[config.mk]
export PLATFORM = sky130hd
export DESIGN_NAME = mem_access_unit
export DESIGN_NICKNAME = d
export VERILOG_FILES = /design/src/rtl/mem_access_unit.sv
export SDC_FILE = /design/constraint.sdc
export NUM_CORES = 1
export LEC_CHECK = 0
export ABC_AREA = 1
export CORE_UTILIZATION = 40
export DETAILED_ROUTE_END_ITERATION = 12
export HOLD_SLACK_MARGIN = 0.06
export PLACE_DENSITY = 0.78
export SYNTH_ARGS = -nofsm -noshare
export SYNTH_HDL_FRONTEND = slang
export SYNTH_SLANG_ARGS = --single-unit
[constraint.sdc]
create_clock -name clk -period 1.27 [get_ports clk]
set_input_delay 0.1905 -clock clk [delete_from_list [all_inputs] [get_ports clk]]
set_output_delay 0.1905 -clock clk [all_outputs]
set_load 0.005 [all_outputs]
[src/rtl/mem_access_unit.sv]
// Data-memory access stage: turns EX/MEM load/store controls into one outstanding
// dmem transaction and stalls the upstream pipeline until that transaction retires.
module mem_access_unit (
    input  logic        clk,
    input  logic        rst,
    input  logic        valid_in,
    input  logic [31:0] alu_result_in,
    input  logic [31:0] store_data_in,
    input  logic [4:0]  rd_addr_in,
    input  logic [2:0]  funct3_in,
    input  logic        MemRead_in,
    input  logic        MemWrite_in,
    input  logic        RegWrite_in,
    input  logic        MemToReg_in,
    output logic        dmem_req,
    output logic        dmem_we,
    output logic [31:0] dmem_addr,
    output logic [31:0] dmem_wdata,
    output logic [3:0]  dmem_be,
    input  logic        dmem_ack,
    input  logic [31:0] dmem_rdata,
    output logic [31:0] alu_result_out,
    output logic [31:0] mem_read_data_out,
    output logic [4:0]  rd_addr_out,
    output logic        RegWrite_out,
    output logic        MemToReg_out,
    output logic        stall_out,
    output logic        fault_out
);

    typedef enum logic [1:0] {StIdle, StReq, StDone} state_e;

    state_e      state_q, state_d;
    logic [31:0] addr_q, addr_d;
    logic [31:0] wdata_q, wdata_d;
    logic [3:0]  be_q, be_d;
    logic [2:0]  funct3_q, funct3_d;
    logic [4:0]  rd_q, rd_d;
    logic        store_q, store_d;
    logic        regwrite_q, regwrite_d;
    logic        memtoreg_q, memtoreg_d;
    logic [31:0] rdata_q, rdata_d;

    logic        mem_op;
    logic        legal;
    logic [3:0]  be_new;
    logic [31:0] wdata_new;

    // Picks the addressed lane out of a returned word and sign/zero-extends it.
    function automatic logic [31:0] load_extend(input logic [31:0] word,
                                                input logic [1:0]  off,
                                                input logic [2:0]  f3);
        logic [7:0]  b;
        logic [15:0] h;
        b = 8'(word >> {off, 3'b000});
        h = off[1] ? word[31:16] : word[15:0];
        case (f3)
            3'b000:  return {{24{b[7]}}, b};
            3'b001:  return {{16{h[15]}}, h};
            3'b100:  return {24'b0, b};
            3'b101:  return {16'b0, h};
            default: return word;
        endcase
    endfunction

    // Access decode: legality, byte enables and lane-replicated store data.
    always_comb begin
        mem_op    = valid_in & (MemRead_in | MemWrite_in);
        legal     = 1'b0;
        be_new    = 4'b0000;
        wdata_new = store_data_in;
        case (funct3_in)
            3'b000: begin
                legal     = 1'b1;
                be_new    = 4'b0001 << alu_result_in[1:0];
                wdata_new = {4{store_data_in[7:0]}};
            end
            3'b001: begin
                legal     = ~alu_result_in[0];
                be_new    = alu_result_in[1] ? 4'b1100 : 4'b0011;
                wdata_new = {2{store_data_in[15:0]}};
            end
            3'b010: begin
                legal  = (alu_result_in[1:0] == 2'b00);
                be_new = 4'b1111;
            end
            3'b100:  legal = ~MemWrite_in;
            3'b101:  legal = ~MemWrite_in & ~alu_result_in[0];
            default: legal = 1'b0;
        endcase
        // Loads always fetch the whole word; the lane is selected on return.
        if (!MemWrite_in) begin
            be_new = 4'b1111;
        end
    end

    always_comb begin
        state_d    = state_q;
        addr_d     = addr_q;
        wdata_d    = wdata_q;
        be_d       = be_q;
        funct3_d   = funct3_q;
        rd_d       = rd_q;
        store_d    = store_q;
        regwrite_d = regwrite_q;
        memtoreg_d = memtoreg_q;
        rdata_d    = rdata_q;
        case (state_q)
            StIdle: begin
                if (mem_op && legal) begin
                    addr_d     = alu_result_in;
                    wdata_d    = wdata_new;
                    be_d       = be_new;
                    funct3_d   = funct3_in;
                    rd_d       = rd_addr_in;
                    store_d    = MemWrite_in;
                    regwrite_d = RegWrite_in;
                    memtoreg_d = MemToReg_in;
                    rdata_d    = '0;
                    state_d    = StReq;
                end
            end
            StReq: begin
                if (dmem_ack) begin
                    rdata_d = store_q ? '0 : load_extend(dmem_rdata, addr_q[1:0], funct3_q);
                    state_d = StDone;
                end
            end
            StDone:  state_d = StIdle;
            default: state_d = StIdle;
        endcase
    end

    always_ff @(posedge clk or negedge rst) begin
        if (!rst) begin
            state_q    <= StIdle;
            addr_q     <= '0;
            wdata_q    <= '0;
            be_q       <= '0;
            funct3_q   <= '0;
            rd_q       <= '0;
            store_q    <= 1'b0;
            regwrite_q <= 1'b0;
            memtoreg_q <= 1'b0;
            rdata_q    <= '0;
        end else begin
            state_q    <= state_d;
            addr_q     <= addr_d;
            wdata_q    <= wdata_d;
            be_q       <= be_d;
            funct3_q   <= funct3_d;
            rd_q       <= rd_d;
            store_q    <= store_d;
            regwrite_q <= regwrite_d;
            memtoreg_q <= memtoreg_d;
            rdata_q    <= rdata_d;
        end
    end

    always_comb begin
        dmem_req          = 1'b0;
        dmem_we           = 1'b0;
        dmem_be           = 4'b0000;
        dmem_addr         = {addr_q[31:2], 2'b00};
        dmem_wdata        = wdata_q;
        alu_result_out    = addr_q;
        mem_read_data_out = '0;
        rd_addr_out       = rd_q;
        RegWrite_out      = 1'b0;
        MemToReg_out      = memtoreg_q;
        stall_out         = 1'b0;
        fault_out         = 1'b0;
        case (state_q)
            StIdle: begin
                alu_result_out = alu_result_in;
                rd_addr_out    = rd_addr_in;
                RegWrite_out   = RegWrite_in;
                MemToReg_out   = MemToReg_in;
                // Gated by rst so an asserted reset drops stall/fault immediately.
                if (mem_op) begin
                    RegWrite_out = 1'b0;
                    stall_out    = rst & legal;
                    fault_out    = rst & ~legal;
                end
            end
            StReq: begin
                dmem_req  = 1'b1;
                dmem_we   = store_q;
                dmem_be   = be_q;
                stall_out = 1'b1;
            end
            StDone: begin
                mem_read_data_out = rdata_q;
                RegWrite_out      = regwrite_q;
            end
            default: ;
        endcase
    end

endmodule
==> results_dict.tcl <==
set metrics [dict create \
    yosysWarnings 0 \
    min_path_type "in -> reg" \
    initialDrtViolationCount 601 \
    r2r-end "rdata_q[2]" \
    cts_buffers 17 \
    cp_data_arrival_time_ns 1.68 \
    drc 0 \
    pwr-share-seq 0.317 \
    grt_usage 0.2784 \
    power.density_nw_per_um2 1421 \
    p_sw_mw 6.296 \
    cts_root_buf "clkbuf_16" \
    cellLeakagePower_nw 6.656 \
    die_w_microns 126.9 \
    hold_slack_ns 0.3374 \
    violations "setup timing" \
    regToRegStartpoint "state_q[1]" \
    critPathRequiredTime_ns 1.08 \
    syn_area_per_cell_sq_um 7.223 \
    cp_max_fo 7 \
    fillCellCount 887 \
    p_int_mw 11.19 \
    fmax_mhz 535.0 \
    rows 45 \
    fin_nets 1356 \
    ys_ff_latch 113 \
    grt_pass1_wl_mm 34.69 \
    die_h_microns 126.9 \
    start_util 0.4105 \
    syn_inst 864 \
    worstSetupEndpointType "output port" \
    antenna_found_initial 4 \
    postRouteAntennaNets 0 \
    cts.sinks 113 \
    whs_path_depth 3 \
    clkLatencyLatePin_ns 0.43 \
    critPathMaxStageDelay_ns 0.41 \
    worst_slack_ns -0.5993 \
    first_global_vias 6967 \
    fin_util 0.8095 \
    hold-path-endpoint "addr_q[12]" \
    ys_seq_area_frac 0.4531 \
    path_clk_slew_ns 0.06 \
    grt_setup_unrepaired "true" \
    drv_cap 0 \
    min_from "alu_result_in[12]" \
    period_share 1.472 \
    syn_area_sq_um 6241 \
    irDropWorstVdd_mv 1.063 \
    gp_routability_congestion 0.8784 \
    crit_type "reg -> out" \
    crit_path_cell_trace "clkinv_4, buf_6, nand2_8, clkbuf_16, nand2_2, o21ai_1, buf_2" \
    io_pins 255 \
    grt-ovfl-total 0 \
    p_sw_frac 0.3601 \
    wl_per_cell_microns 20.28 \
    core-area_sq_um 15200 \
    yosysUniqueCellTypes 30 \
    r2r_slack_ns -0.56 \
    clockBufferDepth 2 \
    cp_slowest_cell "dfrtp_1" \
    grt_max_degree 61 \
    port_buffers 252 \
    cts_max_level 4 \
    reg2regPathDepth 11 \
    setup_viol 195 \
    status "complete, but fails checks" \
    via_per_inst 5.441 \
    first_pass_iters 5 \
    post-route-min-period_ns 1.869 \
    hold_viol_final 0 \
    p_clk_frac 0.262 \
    vias 7879 \
    areaGrowthSynthToFinish_pct 97.17 \
    fin_worst_skew_ns 0.01160 \
    drive_gt1_frac 0.4296 \
    critPathLaunchType "register" \
    finalMaxSlewViolations 0 \
    cts_tree "yes" \
    die-area_sq_um 16110 \
    p_comb_frac 0.421 \
    wirelength_mm 29.37 \
    dp_hpwl_mm 14.47 \
]
layout by cell type (no fill, tap or decap), drive strengths merged:
master         count
nand2            264
buf              246
o21ai            124
inv              116
dfrtp            113
clkdlybuf4s50    106
nand3             57
nor2              56
dlymetal6s2s      55
clkbuf            43
a21oi             15
o211ai            13
clkinvlp           8
mux2i              8
or2                7
clkinv             6
o2111ai            5
dlygate4sd2        4
diode              3
nand4              2
conb               2
nor3               2
o21a               1
o31ai              1
and2               1
dlygate4sd3        1
clkdlybuf4s15      1
worst max path at each step:
stage	to	cells after the start	slack [ns]	start
after floorplan	rdata_q[23]	9	-0.02	addr_q[1]
after global placement	stall_out	7	-0.73	funct3_in[2]
after detailed placement	alu_result_out[1]	6	-0.77	alu_result_in[1]
after CTS	alu_result_out[3]	7	-0.62	state_q[0]
after global routing	alu_result_out[6]	7	-0.65	state_q[1]
final	alu_result_out[6]	7	-0.60	state_q[1]
kinds of logic (layout without fill, tap and decap cells):
logic type / Yosys count / after routing / synth area share
AND/OR/NAND/NOR: 386 / 389 / 0.2528
buffers and inverters: 197 / 586 / 0.1435
AO/OA/AOI/OAI: 159 / 159 / 0.1371
flip-flops: 113 / 113 / 0.4531
multiplexers: 8 / 8 / 0.01283
other: 1 / 5 / 0.0006009
final cells by class:
cell class / instances / area (sq um) / area share
Inverter: 120 / 473.0 / 0.03843
Clock buffer: 22 / 494.2 / 0.04016
Timing Repair Buffer: 434 / 4484 / 0.3644
Clock inverter: 10 / 78.83 / 0.006406
Sequential cell: 113 / 2829 / 0.2299
Multi-Input combinational cell: 558 / 3704 / 0.3010
Antenna cell: 3 / 7.507 / 0.0006101
Tap cell: 188 / 235.2 / 0.01912
power by group through the flow:
stage	sequential, mW	clock, mW	combinational [mW]
after floorplan	5.23	0	2.57
after global placement	5.32	0	5.13
after detailed placement	5.34	0	5.22
after CTS	5.32	4.57	5.40
after global routing	5.65	4.76	7.88
final	5.54	4.57	7.37
stage by stage:
| stage | worst slack, ns | power [mW] | cells | instance area (sq um) | setup TNS, ns |
|---|---|---|---|---|---|
| floorplan | -0.02047 | 7.802 | 865 | 6309 | -0.5711 |
| global placement | -0.7331 | 10.45 | 1320 | 9412 | -98.79 |
| detailed placement | -0.7706 | 10.56 | 1320 | 9412 | -105.42 |
| CTS | -0.6239 | 15.29 | 1376 | 10230 | -81.87 |
| global route | -0.6543 | 18.29 | 1447 | 12300 | -95.61 |
| finish | -0.5993 | 17.49 | 1448 | 12310 | -86.61 |
registers in the layout, summed over array words and instances (netlist names):
register and cells:
state_q 2, funct3_q 3, memtoreg_q 1, addr_q 32, store_q 1, dmem_wdata 32
regwrite_q 1, rdata_q 32, rd_q 5, be_q 4
critical path: cells and delay by family (launching register included):
family          cells  cell delay, ns
buf+inv             4            0.56
flops               1            0.41
simple gates        2            0.19
compound gates      1            0.09
layer usage:
metal,part of all wire,vias up,routed length (microns),global-route usage
met4,0.053,2,1562,0.1261
met1,0.34,3773,10120,0.3079
li1,-,3483,-,-
met3,0.084,139,2460,0.09616
met2,0.52,482,15210,0.4822
met5,0.00044,-,13,0
synthesized netlist by cell type:
| cell | n | area, sq um |
|---|---|---|
| dfrtp_1 | 113 | 2828 |
| nor3_1 | 2 | 10.01 |
| clkbuf_1 | 23 | 86.33 |
| buf_1 | 2 | 7.510 |
| nand3_1 | 56 | 280.3 |
| inv_1 | 118 | 442.9 |
| mux2i_1 | 8 | 80.08 |
| o21a_1 | 1 | 7.510 |
| o2111ai_1 | 5 | 43.79 |
| o21ai_1 | 10 | 50.05 |
| nor2_4 | 1 | 11.26 |
| a21oi_1 | 15 | 75.07 |
| o21ai_2 | 1 | 8.760 |
| o31ai_1 | 1 | 7.510 |
| conb_1 | 1 | 3.750 |
| nand2_1 | 261 | 979.7 |
| buf_4 | 34 | 255.2 |
| nor2_1 | 54 | 202.7 |
| o211ai_1 | 13 | 97.59 |
| nand4_4 | 1 | 21.27 |
| buf_6 | 1 | 11.26 |
| buf_2 | 17 | 85.08 |
| and2_1 | 1 | 6.260 |
| clkinv_1 | 1 | 3.750 |
| o21ai_0 | 113 | 565.5 |
| inv_2 | 1 | 3.750 |
| nor2_2 | 1 | 6.260 |
| or2_2 | 7 | 43.79 |
| nand2_2 | 1 | 6.260 |
| nand3_2 | 1 | 10.01 |
repair_timing:
item / 4_1_cts / 5_1_grt
gates cloned: 9 / 29
gates resized for setup: 408 / 428
buffers inserted: 15 / 46
pin swaps: 4 / 47
hold buffers: 1 / 0
hold endpoints to repair: 34 / 0
setup endpoints to repair: 253 / 252
Note: power is estimated with default switching activity, not from simulation.
